[src/rtl/riscv_if_parcel_queue.sv]
// Parcel queue between the instruction-cache FSM and decode: buffers 16-bit parcels
// in a circular FIFO and re-assembles one RVC or 32-bit instruction per cycle.
module riscv_if_parcel_queue #(
    parameter int XLEN        = 32,
    parameter int PARCEL_SIZE = 16,
    parameter bit HAS_RVC     = 1'b1,
    parameter int DEPTH       = 8
) (
    input  logic                              clk_i,
    input  logic                              rst_ni,
    input  logic                              flush_i,
    input  logic [XLEN-1:0]                   parcel_i,
    input  logic [XLEN/PARCEL_SIZE-1:0]       parcel_valid_i,
    input  logic [XLEN-1:0]                   parcel_pc_i,
    input  logic                              parcel_error_i,
    input  logic                              parcel_misaligned_i,
    input  logic                              parcel_pagefault_i,
    output logic                              almost_full_o,
    output logic                              empty_o,
    output logic                              overflow_o,
    output logic [31:0]                       instr_o,
    output logic [XLEN-1:0]                   instr_pc_o,
    output logic                              instr_valid_o,
    output logic                              instr_rvc_o,
    output logic                              instr_error_o,
    output logic                              instr_misaligned_o,
    output logic                              instr_pagefault_o,
    input  logic                              instr_rdy_i
);

    localparam int NP    = XLEN / PARCEL_SIZE;
    localparam int PTR_W = $clog2(DEPTH);
    localparam int CNT_W = $clog2(DEPTH + 1);
    localparam logic [CNT_W-1:0] DEPTH_C = CNT_W'(DEPTH);
    localparam logic [CNT_W-1:0] NP_C    = CNT_W'(NP);

    logic [PARCEL_SIZE-1:0] parcel_q [DEPTH];
    logic [XLEN-1:0]        pc_q     [DEPTH];
    logic [DEPTH-1:0]       err_q;
    logic [DEPTH-1:0]       mis_q;
    logic [DEPTH-1:0]       pf_q;
    logic [PTR_W-1:0]       wr_ptr_q;
    logic [PTR_W-1:0]       rd_ptr_q;
    logic [CNT_W-1:0]       count_q;
    logic                   overflow_q;

    logic                   any_flag;
    logic [CNT_W-1:0]       need;
    logic [CNT_W-1:0]       free_cnt;
    logic                   push_ok;
    logic [PTR_W-1:0]       off;
    logic [NP-1:0]          wen;
    logic [PTR_W-1:0]       widx    [NP];
    logic [PARCEL_SIZE-1:0] wparcel [NP];
    logic [XLEN-1:0]        wpc     [NP];

    // Valid parcels are packed into consecutive slots; a flag-only fetch still takes one slot
    // so the fault reaches decode with the fetch PC.
    always_comb begin
        any_flag = parcel_error_i | parcel_misaligned_i | parcel_pagefault_i;
        free_cnt = DEPTH_C - count_q;
        need     = '0;
        off      = '0;
        wen      = '0;
        for (int i = 0; i < NP; i++) begin
            widx[i]    = wr_ptr_q;
            wparcel[i] = parcel_i[i*PARCEL_SIZE +: PARCEL_SIZE];
            wpc[i]     = {parcel_pc_i[XLEN-1:2], 2'b00};
            wpc[i][1]  = i[0];
            if (parcel_valid_i[i]) begin
                wen[i]  = 1'b1;
                widx[i] = wr_ptr_q + off;
                off     = off + PTR_W'(1);
                need    = need + CNT_W'(1);
            end
        end
        if (parcel_valid_i == '0 && any_flag) begin
            wen[0]     = 1'b1;
            widx[0]    = wr_ptr_q;
            wparcel[0] = '0;
            wpc[0]     = parcel_pc_i;
            need       = CNT_W'(1);
        end
        push_ok = !flush_i && (need != '0) && (need <= free_cnt);
    end

    logic [PTR_W-1:0] h1_ptr;
    logic             head_flag;
    logic             head_is16;
    logic             pop;
    logic [CNT_W-1:0] pop_n;

    // A flagged head is always delivered alone so the fault is reported without
    // waiting for a second parcel that may never arrive.
    always_comb begin
        h1_ptr      = rd_ptr_q + PTR_W'(1);
        head_flag   = err_q[rd_ptr_q] | mis_q[rd_ptr_q] | pf_q[rd_ptr_q];
        head_is16   = head_flag || (HAS_RVC && parcel_q[rd_ptr_q][1:0] != 2'b11);
        instr_pc_o  = pc_q[rd_ptr_q];
        instr_rvc_o = head_is16;
        if (head_is16) begin
            instr_valid_o      = !flush_i && (count_q >= CNT_W'(1));
            instr_o            = 32'(parcel_q[rd_ptr_q]);
            instr_error_o      = err_q[rd_ptr_q];
            instr_misaligned_o = mis_q[rd_ptr_q];
            instr_pagefault_o  = pf_q[rd_ptr_q];
            pop_n              = CNT_W'(1);
        end else begin
            instr_valid_o      = !flush_i && (count_q >= CNT_W'(2));
            instr_o            = 32'({parcel_q[h1_ptr], parcel_q[rd_ptr_q]});
            instr_error_o      = err_q[rd_ptr_q] | err_q[h1_ptr];
            instr_misaligned_o = mis_q[rd_ptr_q] | mis_q[h1_ptr];
            instr_pagefault_o  = pf_q[rd_ptr_q]  | pf_q[h1_ptr];
            pop_n              = CNT_W'(2);
        end
        pop = instr_valid_o & instr_rdy_i;
    end

    always_ff @(posedge clk_i or negedge rst_ni) begin
        if (!rst_ni) begin
            wr_ptr_q   <= '0;
            rd_ptr_q   <= '0;
            count_q    <= '0;
            overflow_q <= 1'b0;
            err_q      <= '0;
            mis_q      <= '0;
            pf_q       <= '0;
            for (int j = 0; j < DEPTH; j++) begin
                parcel_q[j] <= '0;
                pc_q[j]     <= '0;
            end
        end else if (flush_i) begin
            wr_ptr_q   <= '0;
            rd_ptr_q   <= '0;
            count_q    <= '0;
            overflow_q <= 1'b0;
        end else begin
            // Space is judged against the pre-pop count, so a same-cycle pop never rescues a push.
            overflow_q <= (need != '0) && !push_ok;
            if (push_ok) begin
                for (int i = 0; i < NP; i++) begin
                    if (wen[i]) begin
                        parcel_q[widx[i]] <= wparcel[i];
                        pc_q[widx[i]]     <= wpc[i];
                        err_q[widx[i]]    <= parcel_error_i;
                        mis_q[widx[i]]    <= parcel_misaligned_i;
                        pf_q[widx[i]]     <= parcel_pagefault_i;
                    end
                end
                wr_ptr_q <= wr_ptr_q + PTR_W'(need);
            end
            if (pop) begin
                rd_ptr_q <= rd_ptr_q + PTR_W'(pop_n);
            end
            count_q <= count_q + (push_ok ? need : '0) - (pop ? pop_n : '0);
        end
    end

    assign overflow_o    = overflow_q;
    assign empty_o       = (count_q == '0);
    assign almost_full_o = (free_cnt < NP_C);

endmodule
[config.mk]
export PLATFORM = sky130hd
export DESIGN_NAME = riscv_if_parcel_queue
export DESIGN_NICKNAME = d
export VERILOG_FILES = /design/src/rtl/riscv_if_parcel_queue.sv
export SDC_FILE = /design/constraint.sdc
export NUM_CORES = 1
export LEC_CHECK = 0
export CORE_AREA = 2 2 274 141
export DETAILED_ROUTE_END_ITERATION = 10
export DIE_AREA = 0 0 276 143
export MAX_ROUTING_LAYER = met4
export PLACE_DENSITY = 0.87
export SLEW_MARGIN = 0
export SYNTH_ARGS = -nofsm -noshare
export SYNTH_HDL_FRONTEND = slang
export SYNTH_SLANG_ARGS = --single-unit
export TNS_END_PERCENT = 30
[constraint.sdc]
create_clock -name clk_i -period 4 [get_ports clk_i]
set_input_delay 0.4 -clock clk_i [delete_from_list [all_inputs] [get_ports clk_i]]
set_output_delay 0.4 -clock clk_i [all_outputs]
set_load 0.05 [all_outputs]
==> flow_metrics.py <==
metrics = {
    "synthesis": {
        "synth_xor_xnor_area_share_pct": 0.314,
        "synth_flop_cell": "dfrtp_1",
        "synth_adder_area_share_pct": 1.39,
        "muxShareOfSynthArea_pct": 32.5,
        "netlist.area_leader.share_pct": 47.9,
        "synth.avg_cell_area_um2": 12.4,
        "synth_top_family_by_area": "multiplexers",
        "synth_compound_area_share_pct": 7.42,
        "yosys_warnings": 0,
        "netlist.top_cell.by_area": "dfrtp_1",
        "async_reset_ff_share_pct": 100,
        "ys_ff_latch": 419,
        "yosysSeqAreaShare_pct": 47.9,
        "ys_top_cells_by_count": "dfrtp_1 (419), mux2_2 (288), nand2_1 (165)",
        "synth_area_um2": 21900,
        "synth_edf_count": 0,
        "postSynthCellCount": 1765,
        "synthSimpleGateAreaFrac_pct": 6.95,
        "syn-num-nets": 1860,
        "synthMostInstantiatedCell": "dfrtp_1",
        "synthTopCellsByArea": "dfrtp_1 (48%), mux2_2 (15%), mux4_2 (14%)",
        "yosysUniqueCellTypes": 58,
    },
    "power": {
        "cellPowerDensity_nw_per_um2": 836,
        "ir_drop_v": 0.000649,
        "power.total_w": 0.0214,
        "power.leakage_nw": 11.1,
    },
    "outcome": {
        "violations": "DRC",
        "status": "finished with violations",
    },
    "die": {
        "dieWidth_um": 276,
        "io_pins": 145,
        "core_um2": 36900,
        "design.die.area_um2": 39500,
        "fp.dieH_um": 143,
        "initial_core_util_pct": 59.3,
        "core.rowCount": 50,
    },
    "worst_setup_path": {
        "critPathMaxStageDelay_ps": 770,
        "critPathKind": "reg -> out",
        "critPathLaunchType": "flip-flop",
        "crit_fanout": 31,
        "crit_chain": "buf_4, mux4_2, mux2_2, clkdlybuf4s50_1",
        "critPathRequiredTime_ps": 3600,
        "slowest_stage": "dfrtp_4",
        "cp-end-kind": "primary output",
        "worstPathArrival_ps": 3520,
    },
    "clock_network": {
        "htree_levels": 2,
        "clk_latency_ps": 560,
        "cts_sinks": 419,
        "clockRootBuffer": "clkbuf_16",
        "cts_tree": "built",
        "cts_buffer_depth": 3,
        "clk_pin_slew_ps": 70,
        "cts_buffers": 38,
    },
    "cells_and_area": {
        "stdcell_count": 2386,
        "seqCellArea_um2": 10500,
        "fill_cells": 2477,
        "drive_gt1_share_pct": 31.4,
        "areaGrowthSynthToFinish_pct": 16.9,
        "multiInputGateArea_um2": 10800,
        "finish.net_count": 1954,
    },
    "timing": {
        "hold_slack_ps": 490,
        "worst_pin_slew_ps": 1120,
        "slew_headroom_pct": 25.5,
        "setup-tns-final_ps": 0,
        "finClkSkew_ps": 26.1,
        "fin_crit_sh_pct": 98.0,
        "finalHoldViolCount": 0,
        "period_needed_ps": 3920,
        "setup_viol_count_final": 0,
        "fmax_mhz": 255,
        "drv_slew": 0,
        "rsz0062_at_grt": "no",
    },
    "detailed_routing": {
        "firstDrtPassIters": 8,
        "final_antenna_net_count": 0,
        "wirelength_um": 61000,
        "drc_errors": 4,
        "dr_total_vias": 15900,
        "vias_per_cell": 6.67,
        "wl_per_cell_um": 25.5,
        "dr.first_iter.drc_count": 2084,
    },
    "global_route": {
        "overflow": 0,
        "antenna_found_initial": 4,
        "grt_max_degree": 113,
        "grt_pass1_wl_um": 95600,
        "track_usage_pct": 32.7,
        "grt_pass1_vias": 16300,
    },
    "placed_design": {
        "dp_cells": 2312,
        "gp_congestion": 0.928,
        "dp_hpwl_um": 38700,
        "place.port_buffers": 144,
    },
    "hold_path": {
        "hold_class": "reg -> reg",
    },
    "job": {
        "maxCapViolations": 0,
    },
}
==> placed cells by master, fill, tap and decap left out, types with 4 or more instances in the layout <==
cell and count:
nand2b_1 4, diode_2 4, clkbuf_16 39, ha_1 17, mux2_2 288, o21ai_0 69
nand3_1 5, clkbuf_1 9, buf_4 42, buf_12 33, nor2_1 152, mux2_1 26
xnor2_1 5, mux2i_1 42, bufinv_16 5, nand2_1 165, mux4_2 140, a31oi_1 16
fa_1 4, nor3_4 4, o32a_1 5, clkinv_2 5, inv_1 24, o21ai_1 6
a211oi_1 6, a21oi_1 144, dfrtp_1 416, clkdlybuf4s50_1 122, clkbuf_8 6, and2_1 17
nor2b_1 8
==> routing by layer <==
layer  up-vias  global-route usage, %  wire [um]
met5         -                      -          0
met4         0                   11.9       2190
met3       237                   8.85       7000
met2      1013                   47.6      27200
met1      8063                   44.5      24600
li1       6599                      -          -
==> critical path: cells and delay by family, from the launching register on <==
family | cells | cell delay [ps]
DFF | 1 | 770
muxes | 2 | 880
buffers and inverters | 2 | 1310
==> cells by family after synthesis <==
family	Yosys count
compound gates	280
mux	496
fa+ha+maj	22
simple gates	367
flops	419
buf+inv	174
xor+xnor	7
==> cell type report <==
cell class              count  area share [%]
diodes                      4          0.0391
clock buffers              54            4.27
clock inverters            15           0.890
inverters                  27           0.396
multi-input cells        1172            42.2
flip-flops and latches    419            41.0
well taps                 494            2.42
repair buffers            201            8.77
==> state kept, by name, summed over array words and instances (netlist names), 3 cells and up <==
register and flops:
count_q 4, parcel_q 128, mis_q 8, pf_q 8, wr_ptr_q 3, rd_ptr_q 3
pc_q 256, err_q 8
==> worst paths after layout <==
kind,from,endpoint,slack (ps),depth (start not counted)
min in group asynchronous,rst_ni,parcel_q[108]$_DFFE_PN0P_,530,2
max in group asynchronous,rst_ni,rd_ptr_q[0]$_DFFE_PN0P_,2370,3
max reg2reg,rd_ptr_q[0]$_DFFE_PN0P_,count_q[3]$_DFF_PN0_,440,12
min,pc_q[254]$_DFFE_PN0P_,pc_q[254]$_DFFE_PN0P_,490,1
max,rd_ptr_q[1]$_DFFE_PN0P_,instr_o[15],80,4
min reg2reg,pc_q[254]$_DFFE_PN0P_,pc_q[254]$_DFFE_PN0P_,490,1
==> report_power, final <==
part	switching [W]	internal, W	total (W)
Combinational	0.00533	0.00486	0.0102
Clock	0.00169	0.00225	0.00394
Sequential	0.00128	0.00599	0.00726
==> metrics by stage <==
| stage | setup WS [ps] | util (%) | instance area [um2] |
|---|---|---|---|
| CTS | 118 | 69.3 | 25600 |
| global placement | 239 | 65.6 | 24200 |
| global route | 37.1 | 69.3 | 25600 |
| detailed placement | 201 | 65.6 | 24200 |
| finish | 81.7 | 69.3 | 25600 |
| floorplan | 183 | - | 21900 |
==> what timing repair did <==
action,4_1_cts,5_1_grt
hold endpoints to repair,99,0
endpoints found under the setup margin,6,5
pin swaps,0,0
hold buffers,1,0
buffers inserted,0,0
resized for setup,1,3
Note: power is estimated with default switching activity, not from simulation.
==> RTL change: new RTL, config.mk and constraints unchanged <==
Change the parameter `DEPTH` from 8 to 4.
--- a/src/rtl/riscv_if_parcel_queue.sv
+++ b/src/rtl/riscv_if_parcel_queue.sv
@@ -6,3 +6,3 @@
     parameter bit HAS_RVC     = 1'b1,
-    parameter int DEPTH       = 8
+    parameter int DEPTH       = 4
 ) (
Function: not settled (the Yosys comparison gave no result); the edit may change what the design does.
==> RTL change against the original RTL <==
The flow still finishes with violations (DRC). Final area shrank 45%. Clock power down 41%. Wire length is 50% lower. Sequential share of layout area decreased by 3.0 points. Core utilization decreased by 31 points. Count of clock-buffer cells in the layout is 26 lower. First-iteration DRC count decreased by 76%. Area after synthesis fell by 51%. Sequential cell count decreased by 207. Setup slack improved by 0.40 ns. Power down 39%. Largest power group unchanged. Highest routed layer unchanged.
==> RTL change: results (changes against the original RTL) <==
| Metric | Value |
|---|---|
| Finished Layout Cells | `1,530 (was 2,386)` |
| VDD IR max | `509 µV (was 649 µV)` |
| Net count, final | `1,106 (was 1,954)` |
| Synth cell count leaders | `212 x dfrtp_1, 127 x nor2_1, 116 x a21oi_1, 116 x mux2_1, 70 x mux4_2 (was 419 x dfrtp_1, 288 x mux2_2, 165 x nand2_1)` |
| Yosys cell types | `47 (was 58)` |
| Largest net degree at the start of global routing | `103 (was 113)` |
| Synth top area cells | `dfrtp_1 49%, mux4_2 15%, mux2_1 12% (was dfrtp_1 48%, mux2_2 15%, mux4_2 14%)` |
| Failing checks | `DRC (unchanged)` |
| DRC | `10 (was 4)` |
| Post_cts resized | `0 (was 1)` |
| Status | `complete, but fails checks (unchanged)` |
| Slowest stage delay, CP | `0.56 ns (was 0.77 ns)` |
| Hold Path Class | `in -> async (was reg -> reg)` |
| Rel. slew slack | `35.3% (was 25.5%)` |
| CP startpoint | `rd_ptr_q[0] (was rd_ptr_q[1])` |
| Leak Pwr | `5.68 nW (was 11.1 nW)` |
| Vias in the first global route | `8,507 (was 16,300)` |
| Final HPWL DP | `20,700 µm (was 38,700 µm)` |
| Compound-gate portion of the synthesized area | `8.32% (was 7.42%)` |
| DR WL met3 | `2060 µm (was 7000 µm)` |
| Met3 global-route usage | `3.48% (was 8.85%)` |
| Register area share after synthesis | `49.2% (was 47.9%)` |
| Routed wl met2 | `14,300 µm (was 27,200 µm)` |
| H-tree depth | `1 (was 2)` |
| Critical Path AT | `3.93 ns (was 3.52 ns)` |
| Post-Synth Adder-Cell Area | `1.88% (was 1.39%)` |
| Clock Latency Late Sink | `0.53 ns (was 0.56 ns)` |
| Biggest regs | `pc_q (128), parcel_q (64) (was pc_q (256), parcel_q (128))` |
| Met1 wire length | `13,300 µm (was 24,600 µm)` |
| Initial antenna violation count | `2 (was 4)` |
| Routed WL | `30,500 µm (was 61,000 µm)` |
| Final worst-path cycle share | `87.9% (was 98.0%)` |
| Area after DPL | `13,100 µm² (was 24,200 µm²)` |
| Worst R2R Path Depth | `14 (was 12)` |
| Syn Area/Cell | `12.3 µm² (was 12.4 µm²)` |
| Slowest cell on crit path | `mux4_2 (was dfrtp_4)` |
| Post-synthesis net count | `968 (was 1,860)` |
| First-iteration detailed-routing DRC count | `499 (was 2,084)` |
| Fraction of layout cells with a size suffix above 1 | `18.7% (was 31.4%)` |
| Post-place setup slack | `0.0247 ns (was 0.201 ns)` |
| Worst reg2reg setup slack | `0.48 ns (was 0.44 ns)` |
-- RTL change: cell type report --
type	instances	area, µm²
flip-flops and latches	212	5310
clock inverters	11	199
repair buffers	175	1930
inverters	15	56.3
fillers	3474	22900
multi-input cells	592	5250
diodes	3	7.51
well taps	494	618
clock buffers	28	603
-- RTL change: report_power, final --
group / internal, mW / total (mW) / leakage [nW] / switching, mW
clock: 1.40 / 2.31 / 0.394 / 0.909
sequential: 3.21 / 3.90 / 2.55 / 0.690
combinational: 2.89 / 6.74 / 2.74 / 3.84
total: 7.50 / 12.9 / 5.68 / 5.44
-- RTL change: worst min path at each step --
stage | startpoint | end | cells after the start
after floorplan | rst_ni | count_q[0] | 0
final | rst_ni | pc_q[98] | 2
after CTS | pc_q[17] | pc_q[17] | 1
after detailed placement | pc_q[40] | pc_q[40] | 1
after global routing | pc_q[63] | pc_q[63] | 1
after global placement | pc_q[40] | pc_q[40] | 1
-- RTL change: cell families (layout without fill, tap and decap cells) --
kind of cell | Yosys count | in the layout
muxes | 203 | 203
AOI/OAI and AO/OA | 159 | 159
and+or+nand+nor | 210 | 210
xor gates and xnor gates | 5 | 5
adders and majority gates | 15 | 15
DFF | 212 | 212
other | 0 | 3
buffers and inverters | 76 | 229
-- RTL change: repair_timing --
item	in CTS	in global routing
endpoints found under the hold margin	11	0
setup buffers	0	2
hold buffers	1	0
endpoints found under the setup margin	0	1
-- RTL change: worst max-delay path, delay by kind of cell, from the launching register on --
kind | cells | cell delay (ns)
AND/OR/NAND/NOR | 5 | 0.89
adder cells (fa/ha/maj) | 3 | 0.86
multiplexers | 1 | 0.56
flip-flops | 1 | 0.51
XOR/XNOR | 2 | 0.36
buffers and inverters | 3 | 0.21
